## config.mk

```make
export PLATFORM = sky130hd
export DESIGN_NAME = seq_restoring_divider
export DESIGN_NICKNAME = d
export VERILOG_FILES = /design/src/rtl/seq_restoring_divider.sv
export SDC_FILE = /design/constraint.sdc
export NUM_CORES = 1
export LEC_CHECK = 0
export BUFFER_PORTS_ARGS = -buffer_cell sky130_fd_sc_hd__buf_2
export CAP_MARGIN = 10
export CORE_UTILIZATION = 50
export CTS_BUF_LIST = sky130_fd_sc_hd__clkbuf_2
export DETAILED_ROUTE_END_ITERATION = 12
export PLACE_DENSITY_LB_ADDON = 0.12
export SLEW_MARGIN = 25
export SYNTH_ARGS = -nofsm -noshare
export SYNTH_HDL_FRONTEND = slang
export SYNTH_SLANG_ARGS = --single-unit
```

## constraint.sdc

```tcl
create_clock -name clk -period 5.6 [get_ports clk]
set_input_delay 0.84 -clock clk [delete_from_list [all_inputs] [get_ports clk]]
set_output_delay 0.84 -clock clk [all_outputs]
set_load 0.01 [all_outputs]
```

## src/rtl/seq_restoring_divider.sv

```systemverilog
// ----------------------------------------------------------------------------
// seq_restoring_divider
//
// Sequential unsigned restoring divider. Divides a 2*WIDTH-bit dividend by a
// WIDTH-bit divisor, producing one quotient bit per clock after a one-cycle
// operand check. Divide-by-zero and quotient overflow are detected up front
// and reported without running the iteration.
//
// Ports:
//   clk          rising-edge clock
//   rst          asynchronous, active-high reset
//   start        request; sampled only while busy is low
//   dividend     2*WIDTH-bit numerator, captured on the accepted start
//   divisor      WIDTH-bit denominator, captured on the accepted start
//   busy         operation in progress (start ignored while high)
//   done         one-cycle pulse; quotient/remainder/flags valid
//   quotient     WIDTH-bit quotient, held until the next result
//   remainder    WIDTH-bit remainder, held until the next result
//   div_by_zero  set with done when the divisor was zero
//   overflow     set with done when the quotient would not fit in WIDTH bits
// ----------------------------------------------------------------------------
module seq_restoring_divider #(
    parameter int WIDTH = 16
) (
    input  logic                 clk,
    input  logic                 rst,
    input  logic                 start,
    input  logic [2*WIDTH-1:0]   dividend,
    input  logic [WIDTH-1:0]     divisor,
    output logic                 busy,
    output logic                 done,
    output logic [WIDTH-1:0]     quotient,
    output logic [WIDTH-1:0]     remainder,
    output logic                 div_by_zero,
    output logic                 overflow
);

    localparam int CNT_W = $clog2(WIDTH + 1);

    typedef enum logic [1:0] {
        ST_IDLE  = 2'd0,
        ST_CHECK = 2'd1,
        ST_RUN   = 2'd2
    } state_t;

    state_t               state_r;
    state_t               state_s;

    logic [2*WIDTH-1:0]   dvd_r;
    logic [2*WIDTH-1:0]   dvd_s;
    logic [WIDTH-1:0]     dvs_r;
    logic [WIDTH-1:0]     dvs_s;
    // Partial remainder: always < divisor between iterations, so WIDTH bits suffice.
    logic [WIDTH-1:0]     rem_r;
    logic [WIDTH-1:0]     rem_s;
    // Low dividend bits shift out at the top while quotient bits shift in at the bottom.
    logic [WIDTH-1:0]     q_r;
    logic [WIDTH-1:0]     q_s;
    logic [CNT_W-1:0]     cnt_r;
    logic [CNT_W-1:0]     cnt_s;

    logic                 busy_r;
    logic                 busy_s;
    logic                 done_r;
    logic                 done_s;
    logic [WIDTH-1:0]     quotient_r;
    logic [WIDTH-1:0]     quotient_s;
    logic [WIDTH-1:0]     remainder_r;
    logic [WIDTH-1:0]     remainder_s;
    logic                 dbz_r;
    logic                 dbz_s;
    logic                 ovf_r;
    logic                 ovf_s;

    // One iteration of the restoring step.
    logic [WIDTH:0]       trial_s;
    logic [WIDTH-1:0]     rem_step_s;
    logic [WIDTH-1:0]     q_step_s;

    // State register.
    always_ff @(posedge clk or posedge rst) begin
        if (rst) begin
            state_r <= ST_IDLE;
        end else begin
            state_r <= state_s;
        end
    end

    // Restoring step: shift one dividend bit into the remainder, subtract if it fits.
    always_comb begin
        trial_s    = {rem_r, q_r[WIDTH-1]};
        rem_step_s = trial_s[WIDTH-1:0];
        q_step_s   = {q_r[WIDTH-2:0], 1'b0};
        if (trial_s >= {1'b0, dvs_r}) begin
            // Result is < divisor, so the modular low-bit difference is exact.
            rem_step_s = trial_s[WIDTH-1:0] - dvs_r;
            q_step_s   = {q_r[WIDTH-2:0], 1'b1};
        end else begin
            rem_step_s = trial_s[WIDTH-1:0];
            q_step_s   = {q_r[WIDTH-2:0], 1'b0};
        end
    end

    // Next-state and next-output logic; everything holds unless a state acts on it.
    always_comb begin
        state_s     = state_r;
        dvd_s       = dvd_r;
        dvs_s       = dvs_r;
        rem_s       = rem_r;
        q_s         = q_r;
        cnt_s       = cnt_r;
        busy_s      = busy_r;
        done_s      = 1'b0;
        quotient_s  = quotient_r;
        remainder_s = remainder_r;
        dbz_s       = dbz_r;
        ovf_s       = ovf_r;

        case (state_r)
            ST_IDLE: begin
                if (start) begin
                    dvd_s   = dividend;
                    dvs_s   = divisor;
                    dbz_s   = 1'b0;
                    ovf_s   = 1'b0;
                    busy_s  = 1'b1;
                    state_s = ST_CHECK;
                end else begin
                    busy_s  = 1'b0;
                end
            end

            ST_CHECK: begin
                if (dvs_r == {WIDTH{1'b0}}) begin
                    quotient_s  = {WIDTH{1'b1}};
                    remainder_s = dvd_r[WIDTH-1:0];
                    dbz_s       = 1'b1;
                    done_s      = 1'b1;
                    busy_s      = 1'b0;
                    state_s     = ST_IDLE;
                end else if (dvd_r[2*WIDTH-1:WIDTH] >= dvs_r) begin
                    // High half >= divisor means the quotient needs more than WIDTH bits.
                    quotient_s  = {WIDTH{1'b1}};
                    remainder_s = {WIDTH{1'b0}};
                    ovf_s       = 1'b1;
                    done_s      = 1'b1;
                    busy_s      = 1'b0;
                    state_s     = ST_IDLE;
                end else begin
                    rem_s   = dvd_r[2*WIDTH-1:WIDTH];
                    q_s     = dvd_r[WIDTH-1:0];
                    cnt_s   = CNT_W'(WIDTH);
                    state_s = ST_RUN;
                end
            end

            ST_RUN: begin
                rem_s = rem_step_s;
                q_s   = q_step_s;
                cnt_s = cnt_r - CNT_W'(1);
                if (cnt_r == CNT_W'(1)) begin
                    quotient_s  = q_step_s;
                    remainder_s = rem_step_s;
                    done_s      = 1'b1;
                    busy_s      = 1'b0;
                    state_s     = ST_IDLE;
                end else begin
                    state_s     = ST_RUN;
                end
            end

            default: begin
                busy_s  = 1'b0;
                state_s = ST_IDLE;
            end
        endcase
    end

    // Datapath and output registers.
    always_ff @(posedge clk or posedge rst) begin
        if (rst) begin
            dvd_r       <= {(2*WIDTH){1'b0}};
            dvs_r       <= {WIDTH{1'b0}};
            rem_r       <= {WIDTH{1'b0}};
            q_r         <= {WIDTH{1'b0}};
            cnt_r       <= {CNT_W{1'b0}};
            busy_r      <= 1'b0;
            done_r      <= 1'b0;
            quotient_r  <= {WIDTH{1'b0}};
            remainder_r <= {WIDTH{1'b0}};
            dbz_r       <= 1'b0;
            ovf_r       <= 1'b0;
        end else begin
            dvd_r       <= dvd_s;
            dvs_r       <= dvs_s;
            rem_r       <= rem_s;
            q_r         <= q_s;
            cnt_r       <= cnt_s;
            busy_r      <= busy_s;
            done_r      <= done_s;
            quotient_r  <= quotient_s;
            remainder_r <= remainder_s;
            dbz_r       <= dbz_s;
            ovf_r       <= ovf_s;
        end
    end

    assign busy        = busy_r;
    assign done        = done_r;
    assign quotient    = quotient_r;
    assign remainder   = remainder_r;
    assign div_by_zero = dbz_r;
    assign overflow    = ovf_r;

endmodule
```

==> impl_metrics.env, run 1 <==
export IMPL_drv_slew=0
export IMPL_cap_violations=0
export IMPL_synth_adder_area_share=0.07688
export IMPL_fin_util=0.5712
export IMPL_setup_tns_ns=0
export IMPL_insertion_delay_ns=0.71
export IMPL_place_congestion=0.9444
export IMPL_path_max_fanout=20
export IMPL_finalHoldViolCount=0
export IMPL_async_flop_share=1.000
export IMPL_cts_buffers=17
export IMPL_drt_initial_drc_count=299
export IMPL_synth_edf_count=0
export IMPL_antenna_cells=0
export IMPL_post_route_period_util=0.6070
export IMPL_die_w_um=115.5
export IMPL_drt_pass1_iter_count=6
export IMPL_cts_sinks=123
export IMPL_yosysSeqAreaShare=0.4776
export IMPL_wl_met3_um=828
export IMPL_met1_length_um=7048
export IMPL_rsz0062_at_grt="false"
export IMPL_cts_setup_buffers=0
export IMPL_clock_fmax_mhz=294.2
export IMPL_hold_class="in2async"
export IMPL_drive_gt1_frac=0.2557
export IMPL_syn_avg_cell_area_um2=10.62
export IMPL_overflow=0
export IMPL_clkTransAtPathRegs_ns=0.18
export IMPL_ys_ff_latch=123
export IMPL_grt_pass1_wl_um=25790
export IMPL_path_class="reg2reg"
export IMPL_hold_buffers=0
export IMPL_outcome="complete, no violations"
export IMPL_crit_chain="inv_1, ha_1, and3_1, nand2_1, or4_1, a31o_2, nand2_1, mux2i_1, o21ai_0"
export IMPL_slowest_stage="nand2_1"
export IMPL_num_rows=41
export IMPL_startpoint_type="flop"
export IMPL_synth_area_mux_share=0.1307
export IMPL_nNetsFinal=779
export IMPL_antenna_found_initial=0
export IMPL_dieHeight_um=115.5
export IMPL_fin_skew_ns=0.03132
export IMPL_synth_cell_types=56
export IMPL_io_pins=87
export IMPL_fin_crit_ns=3.399
export IMPL_drt_total_wl_um=15710
export IMPL_dieArea_um2=13350
export IMPL_ctsResizeCount=0
export IMPL_ys_flop_type="dfrtp_1"
export IMPL_dp_hpwl_um=11700
export IMPL_grt_max_degree=64
export IMPL_drc=0
export IMPL_cts_tree="built"
export IMPL_tightestPinTransition_ns=1.007
export IMPL_h_tree_depth=4
export IMPL_synth_top_area_share=0.4776
export IMPL_clock_path_buffers=2
export IMPL_top_layer="met4"
export IMPL_setup_violations=0
export IMPL_ant_nets=0
export IMPL_synth_xor_area_frac=0.02310
export IMPL_critPathMostFrequentCell="nand2_1"
export IMPL_grt_pass1_vias=4974
export IMPL_synth_compound_area_frac=0.1582
export IMPL_synth_top_family_by_area="compound AO/OA/AOI/OAI gates"
export IMPL_via_count=4962
export IMPL_dr_wl_met2_um=7333
export IMPL_yosys_warnings=0
export IMPL_vias_per_cell=5.690
export IMPL_relSlewSlack=0.3273
export IMPL_max_stage_delay_ns=0.74
export IMPL_synth_area_leaders="dfrtp_1 48%, mux2_2 8.6%, ha_1 7.4%, mux2i_1 4.5%, nand2_1 4.5%"
export IMPL_root_buffer="clkbuf_2"
export IMPL_synth_top_area_cell="dfrtp_1"
export IMPL_critPathRequiredTime_ns=6.16
export IMPL_floorplan_initialDensity=0.5128
export IMPL_wl_per_cell_um=18.02
export IMPL_grtUsageTotal=0.2585
export IMPL_cp_end_kind="flop"
export IMPL_postSynthCellCount=607
export IMPL_synth_simple_area_share=0.09493
export IMPL_port_buffers=86
export IMPL_area_growth_pct=11.40
export IMPL_syn_num_nets=697
export IMPL_synth_area_um2=6445
export IMPL_core_area_um2=12570
export IMPL_crit_arrival_ns=3.96
==> registers in the layout (all words and copies together) (netlist names), 2 cells and up <==
signal	flops
cnt_r	5
dvd_r	32
state_r	2
rem_r	16
quotient	16
remainder	16
q_r	16
dvs_r	16
==> cells by family (layout without fill, tap and decap cells) <==
| group | after synthesis | after routing |
|---|---|---|
| XOR/XNOR | 17 | 17 |
| multiplexers | 78 | 78 |
| adder cells (fa/ha/maj) | 39 | 39 |
| AND/OR/NAND/NOR | 138 | 138 |
| AO/OA/AOI/OAI | 154 | 154 |
| flip-flops | 123 | 123 |
| buffers and inverters | 58 | 151 |
==> synth_stat cells (11+ instances only) <==
| library cell | n |
|---|---|
| a21oi_1 | 21 |
| dfrtp_1 | 123 |
| nor2_1 | 16 |
| mux2i_1 | 29 |
| o211ai_1 | 14 |
| a22oi_1 | 15 |
| nand2_1 | 77 |
| nand3_1 | 19 |
| ha_1 | 38 |
| mux2_2 | 49 |
| inv_1 | 30 |
| o21ai_0 | 57 |
| clkbuf_1 | 11 |
==> per-stage QoR <==
stage | cells | setup WS, ns | instance area (um^2) | hold slack, ns
final | 872 | 2.201 | 7179 | 0.2491
after global routing | 872 | 1.965 | 7179 | 0.2580
after CTS | 872 | 2.196 | 7179 | 0.2282
after detailed placement | 842 | 2.231 | 7000 | 0.4541
after global placement | 842 | 2.109 | 6998 | 0.4476
after floorplan | 607 | 1.489 | 6445 | 0.4498
==> final cells by class <==
| cell class | count | area (um^2) |
|---|---|---|
| Fill cell | 1135 | 5389 |
| Multi-Input combinational cell | 426 | 3124 |
| Sequential cell | 123 | 3078 |
| Timing Repair Buffer | 91 | 467.9 |
| Tap cell | 172 | 215.2 |
| Inverter | 30 | 115.1 |
| Clock buffer | 20 | 100.1 |
| Clock inverter | 10 | 78.83 |
==> worst paths after layout <==
kind	cells after the start	end	slack, ns	startpoint
worst min-delay path	2	remainder[2]$_DFFE_PP0P_	0.25	rst
worst max register to register	9	rem_r[1]$_DFFE_PP0P_	2.20	dvs_r[7]$_DFFE_PP0P_
worst max-delay path	9	rem_r[1]$_DFFE_PP0P_	2.20	dvs_r[7]$_DFFE_PP0P_
min in group clk	2	dvd_r[9]$_DFFE_PP0P_	0.34	dividend[9]
max in group asynchronous	3	dvs_r[9]$_DFFE_PP0P_	4.07	rst
worst min register to register	2	quotient[5]$_DFFE_PP0P_	0.48	quotient[5]$_DFFE_PP0P_
==> layout by cell type (no fill, tap or decap), drive strengths merged, types with 4 or more instances in the layout <==
master,instances
inv,30
mux2i,29
nand2,78
a21oi,21
xor2,9
dfrtp,123
o21a,5
ha,38
o21ai,58
mux2,49
clkbuf,20
nand4,4
nand3,19
a21o,7
nor2,16
xnor2,8
buf,91
a211oi,5
o211ai,14
o21bai,5
nor4,4
a22oi,15
clkinv,6
==> worst max-delay path, delay by kind of cell, from the launching register on <==
family / cells / cell delay (ns)
mux: 1 / 0.48
compound gates: 2 / 0.40
flops: 1 / 0.40
buf+inv: 1 / 0.08
fa+ha+maj: 1 / 0.37
simple gates: 4 / 1.53
==> layer usage <==
metal  global-route usage  up-vias
met4               0.1195        0
met2               0.4024      150
li1                     -     2341
met1               0.3403     2434
met5                    0        -
met3              0.06485       37
Power of run 1 is left out: the tool's default activity adds up to more than one toggle a clock period on the data nets, which glitch-free logic cannot reach.
==> run 2, diff against run 1 <==
==> constraint.sdc (replaced) <==
create_clock -name clk -period 2.8 [get_ports clk]
set_input_delay 0.42 -clock clk [delete_from_list [all_inputs] [get_ports clk]]
set_output_delay 0.42 -clock clk [all_outputs]
set_load 0.01 [all_outputs]
==> run 2 against run 1 <==
  * Sequential cell count unchanged
  * Sequential share of layout area decreased by 5.8 points
  * First-iteration DRC count increased by 14%
  * Critical path depth increased by 3
  * Core utilization increased by 8.9 points
  * Clock-buffer cell count decreased by 3
  * Setup slack got worse by 2.2 ns
  * Fmax increased by 23%
  * Critical path type unchanged
==> impl_metrics.env, run 2 (synthesized netlist as in run 1, its figures left out) <==
export IMPL_outcome="complete, no violations"
export IMPL_antenna_cells=0
export IMPL_rr_startpoint="q_r[15]$_DFFE_PP0P_"
export IMPL_final_cell_mix="122 x dfrtp_1, 86 x buf_2, 75 x nand2_1, 52 x o21ai_0, 50 x dlygate4sd3_1"
export IMPL_insertion_delay_ns=0.71
export IMPL_ant_nets=0
export IMPL_rsz0062_at_grt="true"
export IMPL_finalHoldViolCount=0
export IMPL_layout_commonest_cell="dfrtp_1"
export IMPL_cap_violations=0
export IMPL_tightestPinTransition_ns=0.6482
export IMPL_vias_per_cell=5.486
export IMPL_setup_tns_ns=0
export IMPL_clkTransAtPathRegs_ns=0.19
export IMPL_top_register="dvd_r"
export IMPL_area_growth_pct=28.71
export IMPL_cts_sinks=123
export IMPL_h_tree_depth=4
export IMPL_clock_fmax_mhz=363.0
export IMPL_fin_util=0.6600
export IMPL_path_max_fanout=3
export IMPL_cts_buffers=17
export IMPL_clock_path_buffers=2
export IMPL_drive_gt1_frac=0.3186
export IMPL_fin_crit_ns=2.755
export IMPL_grt_pass1_vias=5216
export IMPL_critPathRequiredTime_ns=3.46
export IMPL_floorplan_initialDensity=0.5128
export IMPL_die_w_um=115.5
export IMPL_relSlewSlack=0.5679
export IMPL_setup_violations=0
export IMPL_grt_pass1_wl_um=26230
export IMPL_startpoint_type="flop"
export IMPL_via_count=5283
export IMPL_r2r_end="remainder[14]$_DFFE_PP0P_"
export IMPL_root_buffer="clkbuf_2"
export IMPL_crit_start="q_r[15]$_DFFE_PP0P_"
export IMPL_fillCellCount=1005
export IMPL_hold_class="in2async"
export IMPL_endpoint="remainder[14]$_DFFE_PP0P_"
export IMPL_cp_end_kind="flop"
export IMPL_grtUsageTotal=0.2640
export IMPL_pre_cts_ws_ns=-0.1215
export IMPL_fin_skew_ns=0.02702
export IMPL_dieHeight_um=115.5
export IMPL_drt_initial_drc_count=342
export IMPL_dieArea_um2=13350
export IMPL_setup_ws_ns=0.04529
export IMPL_drv_slew=0
export IMPL_reg2regPathDepth=12
export IMPL_overflow=0
export IMPL_path_class="reg2reg"
export IMPL_regToRegSetupSlack_ns=0.05
export IMPL_io_pins=87
export IMPL_port_buffers=86
export IMPL_num_rows=41
export IMPL_grt_max_degree=124
export IMPL_drc=0
export IMPL_crit_arrival_ns=3.42
export IMPL_dp_hpwl_um=11740
export IMPL_nNetsFinal=868
export IMPL_drt_total_wl_um=16400
export IMPL_drt_pass1_iter_count=5
export IMPL_largest_reg_flops=32
export IMPL_cts_tree="built"
export IMPL_place_congestion=0.9026
export IMPL_post_route_period_util=0.9838
export IMPL_core_area_um2=12570
export IMPL_antenna_found_initial=0
export IMPL_wl_per_cell_um=17.03
==> run 2: per-layer routing <==
| metal | global-route usage | wire length [um] |
|---|---|---|
| met1 | 0.3245 | 7106 |
| met2 | 0.4447 | 8108 |
| met3 | 0.06224 | 690 |
| met4 | 0.1143 | 497 |
| met5 | 0 | 0 |
==> run 2: worst min path at each step <==
stage	slack (ns)	end	startpoint	depth (start not counted)
final	0.40	q_r[0]$_DFFE_PP0P_	rst	4
after global routing	0.37	dvd_r[7]$_DFFE_PP0P_	dividend[7]	3
after CTS	0.38	q_r[0]$_DFFE_PP0P_	rst	4
after detailed placement	0.45	quotient[7]$_DFFE_PP0P_	quotient[7]$_DFFE_PP0P_	2
after global placement	0.44	quotient[6]$_DFFE_PP0P_	quotient[6]$_DFFE_PP0P_	2
after floorplan	0.45	q_r[15]$_DFFE_PP0P_	q_r[15]$_DFFE_PP0P_	2
==> run 2: area by class of cell <==
cell class	count	area (um^2)	share of cell area
clock buffers	17	85.08	0.01026
clock inverters	15	222.7	0.02685
inverters	30	116.4	0.01403
multi-input cells	426	3259	0.3929
flip-flops and latches	123	3079	0.3712
well taps	172	215.2	0.02594
repair buffers	180	1318	0.1588
==> run 2: critical path, stage by stage (launching register included) <==
cell      delay [ns]
dfrtp_1         0.45
inv_2           0.09
ha_4            0.14
inv_2           0.04
fa_2            0.41
a211oi_2        0.26
o21bai_2        0.11
a21oi_2         0.19
a21oi_2         0.10
a41oi_2         0.25
o21bai_1        0.12
xor2_1          0.30
o221a_2         0.25
==> run 2: timing repair <==
action / 4_1_cts / 5_1_grt
endpoints found under the hold margin: 173 / 0
cloned: 0 / 0
setup buffers: 2 / 6
setup endpoints to repair: 29 / 50
hold buffers: 50 / 0
gates resized for setup: 14 / 34
pin swaps: 2 / 12
==> run 2: per-stage QoR <==
stage	instance area, um^2	instances	hold slack [ns]
after floorplan	6449	607	0.4498
after CTS	8155	957	0.3765
after global placement	7268	873	0.4446
after global routing	8295	963	0.3736
after detailed placement	7268	873	0.4512
final	8295	963	0.3954
Power of run 2 is left out for the same reason.
==> run 3, diff against run 2 <==
--- a/config.mk
+++ b/config.mk
@@ -5,6 +5,7 @@
 export SDC_FILE = /design/constraint.sdc
 export NUM_CORES = 1
 export LEC_CHECK = 0
+export ABC_AREA = 1
 export BUFFER_PORTS_ARGS = -buffer_cell sky130_fd_sc_hd__buf_2
 export CAP_MARGIN = 10
 export CORE_UTILIZATION = 50
==> run 3 against run 2 <==
  * Critical path depth grew 2
  * Area after synthesis grew 9.8%
  * Via count grew 17%
  * Hold slack better by 0.014 ns
  * Wire length increased by 11%
  * Die area increased by 9.7%
  * Clock-buffer cell count up 4
  * Design area up 0.45%
  * Global-route usage up 0.28 points
==> impl_metrics.env, run 3 <==
export IMPL_outcome="complete, no violations"
export IMPL_met1_length_um=8790
export IMPL_yosys_warnings=0
export IMPL_wl_met3_um=989
export IMPL_syn_num_nets=954
export IMPL_clkTransAtPathRegs_ns=0.18
export IMPL_dieHeight_um=121.0
export IMPL_insertion_delay_ns=0.69
export IMPL_grt_max_degree=50
export IMPL_yosysMostFrequentCell="nand2_1"
export IMPL_seq_area_um2=3078
export IMPL_dieArea_um2=14640
export IMPL_yosys_top_cells_count="267 x nand2_1, 123 x dfrtp_1, 74 x nand3_1"
export IMPL_via_count=6178
export IMPL_largest_reg_flops=32
export IMPL_num_rows=43
export IMPL_drc=0
export IMPL_post_route_period_util=0.8663
export IMPL_cap_violations=0
export IMPL_h_tree_depth=4
export IMPL_setup_tns_ns=0
export IMPL_ys_ff_latch=123
export IMPL_fin_crit_ns=2.426
export IMPL_critical_path_top_delay_family="simple AND/OR/NAND/NOR gates"
export IMPL_p_per_area_nw_per_um2=1146
export IMPL_drt_total_wl_um=18170
export IMPL_top_layer="met4"
export IMPL_antenna_found_initial=1
export IMPL_wl_per_cell_um=15.22
export IMPL_critPathMostFrequentCell="nand2_1"
export IMPL_cp_num_buf_inv=2
export IMPL_final_cell_mix="266 x nand2_1, 123 x dfrtp_1, 86 x buf_2, 74 x nand3_1, 67 x inv_1"
export IMPL_io_pins=87
export IMPL_grt_pass1_vias=5898
export IMPL_internal_power_mw=4.900
export IMPL_path_class="reg2reg"
export IMPL_dr_wl_met2_um=8102
export IMPL_critPathRequiredTime_ns=3.41
export IMPL_fin_skew_ns=0.03840
export IMPL_async_flop_share=1.000
export IMPL_synth_edf_count=0
export IMPL_yosysSeqAreaShare=0.4348
export IMPL_dp_hpwl_um=13110
export IMPL_p_seq_frac=0.332
export IMPL_crit_arrival_ns=3.03
export IMPL_cts_tree="built"
export IMPL_hold_class="in2async"
export IMPL_slowest_stage="dfrtp_1"
export IMPL_path_max_fanout=18
export IMPL_nNetsFinal=1090
export IMPL_ant_nets=0
export IMPL_ctsResizeCount=0
export IMPL_synth_top_area_cell="dfrtp_1"
export IMPL_ys_flop_type="dfrtp_1"
export IMPL_pre_cts_ws_ns=0.4417
export IMPL_startpoint_type="flop"
export IMPL_setup_violations=0
export IMPL_top_register="dvd_r"
export IMPL_port_buffers=86
export IMPL_relSlewSlack=0.4418
export IMPL_cts_setup_buffers=0
export IMPL_p_comb_frac=0.578
export IMPL_vias_per_cell=5.174
export IMPL_grt_pass1_wl_um=29940
export IMPL_clock_path_buffers=2
export IMPL_overflow=0
export IMPL_synth_top_area_share=0.4348
export IMPL_cp_end_kind="flop"
export IMPL_cts_sinks=123
export IMPL_postSynthCellCount=864
export IMPL_root_buffer="clkbuf_2"
export IMPL_layout_commonest_cell="nand2_1"
export IMPL_clkPwrFrac=0.091
export IMPL_synth_cell_types=38
export IMPL_grtUsageTotal=0.2668
export IMPL_drive_gt1_frac=0.1994
export IMPL_core_area_um2=13830
export IMPL_synth_area_leaders="dfrtp_1 43%, nand2_1 14%, ha_1 6.7%, nand3_1 5.2%, mux2_2 5.1%"
export IMPL_die_w_um=121.0
export IMPL_swShare=0.4867
export IMPL_drv_slew=0
export IMPL_setup_ws_ns=0.3745
export IMPL_synth_area_um2=7079
export IMPL_place_congestion=0.8989
export IMPL_cellLeakagePower_nw=4.413
export IMPL_multi_input_area_um2=3492
export IMPL_clock_fmax_mhz=412.3
export IMPL_cts_buffers=17
export IMPL_floorplan_initialDensity=0.5120
export IMPL_tightestPinTransition_ns=0.8355
export IMPL_rsz0062_at_grt="false"
export IMPL_fillCellCount=1288
export IMPL_power_switching_mw=4.646
export IMPL_syn_avg_cell_area_um2=8.194
export IMPL_drt_pass1_iter_count=4
export IMPL_drt_initial_drc_count=419
export IMPL_area_growth_pct=17.71
export IMPL_finalHoldViolCount=0
export IMPL_vdd_drop_max_mv=0.7238
export IMPL_max_stage_delay_ns=0.38
export IMPL_crit_chain="inv_1, ha_1, nand2_1, nand3b_1, nand2_1, nand2_1, nand2_1, nand2_1, nand2_1, nand3_2, nand3_2, inv_2, nand2_1, nand2_1"
[run 3: cell count changes after synthesis, sizes merged, moves of 6 or more]
cell / before / now
nand3: 19 / 87
a21oi: 21 / 33
o211ai: 14 / 0
a22oi: 15 / 0
mux2: 49 / 32
mux2i: 29 / 0
xnor2: 8 / 2
nand4: 4 / 25
o21bai: 5 / 15
a21o: 7 / 0
nand2: 78 / 270
nor2: 16 / 60
inv: 30 / 78
o21ai: 58 / 44
[run 3: worst paths after layout]
| check | start | endpoint | slack, ns | cells after the start |
|---|---|---|---|---|
| setup reg to reg | dvs_r[1]$_DFFE_PP0P_ | remainder[15]$_DFFE_PP0P_ | 0.37 | 14 |
| min in group clk | dividend[2] | dvd_r[2]$_DFFE_PP0P_ | 0.47 | 3 |
| max in group asynchronous | rst | state_r[1]$_DFFE_PP0P_ | 1.56 | 4 |
| setup / recovery | dvs_r[1]$_DFFE_PP0P_ | remainder[15]$_DFFE_PP0P_ | 0.37 | 14 |
| hold / removal | rst | q_r[6]$_DFFE_PP0P_ | 0.41 | 3 |
| hold reg to reg | remainder[11]$_DFFE_PP0P_ | remainder[11]$_DFFE_PP0P_ | 0.49 | 2 |
[run 3: area by class of cell]
cell class	instances	share of cell area
clock buffers	21	0.01261
clock inverters	11	0.006607
inverters	78	0.03589
well taps	180	0.02703
multi-input cells	628	0.4191
diodes	1	0.0003003
flip-flops and latches	123	0.3694
repair buffers	152	0.1291
[run 3: worst min-delay path, stage by stage]
cell	delay, ns
dlygate4sd3_1	0.53
buf_2	0.13
clkinvlp_4	0.54
[run 3: logic make-up after synthesis]
| logic type | count (synthesis) | synth area share |
|---|---|---|
| buf+inv | 113 | 0.07264 |
| mux | 32 | 0.05090 |
| xor+xnor | 9 | 0.01114 |
| fa+ha+maj | 39 | 0.06999 |
| compound gates | 94 | 0.07406 |
| flops | 123 | 0.4348 |
| simple gates | 454 | 0.2865 |
[run 3: power by group through the flow]
stage / Combinational, mW / Clock (mW) / Sequential (mW)
6_report: 5.51 / 0.867 / 3.17
5_1_grt: 6.24 / 0.968 / 3.27
4_1_cts: 5.50 / 0.899 / 3.16
3_5_place_dp: 5.42 / 0 / 3.21
3_3_place_gp: 5.38 / 0 / 3.18
2_1_floorplan: 4.14 / 0 / 3.15
[run 3: repair_timing]
item                                    CTS  global route
endpoints found under the setup margin    0             0
hold buffers                             50             0
hold endpoints to repair                 83             0
[run 3: routing by layer]
metal | global-route usage | up-vias
met3 | 0.05028 | 18
li1 | - | 3096
met2 | 0.3989 | 159
met5 | 0 | -
met4 | 0.08565 | 0
met1 | 0.3887 | 2905
[run 3: metrics by stage]
stage / hold slack [ns] / instances / util / area (um^2) / total power, mW
2_1_floorplan: 0.4537 / 864 / - / 7083 / 7.298
3_3_place_gp: 0.4582 / 1111 / 0.5547 / 7670 / 8.568
3_5_place_dp: 0.4617 / 1111 / 0.5547 / 7670 / 8.631
4_1_cts: 0.3728 / 1193 / 0.6025 / 8330 / 9.565
5_1_grt: 0.4145 / 1194 / 0.6027 / 8333 / 10.47
6_report: 0.4097 / 1194 / 0.6027 / 8333 / 9.546
(Power assumes the default switching activity.)
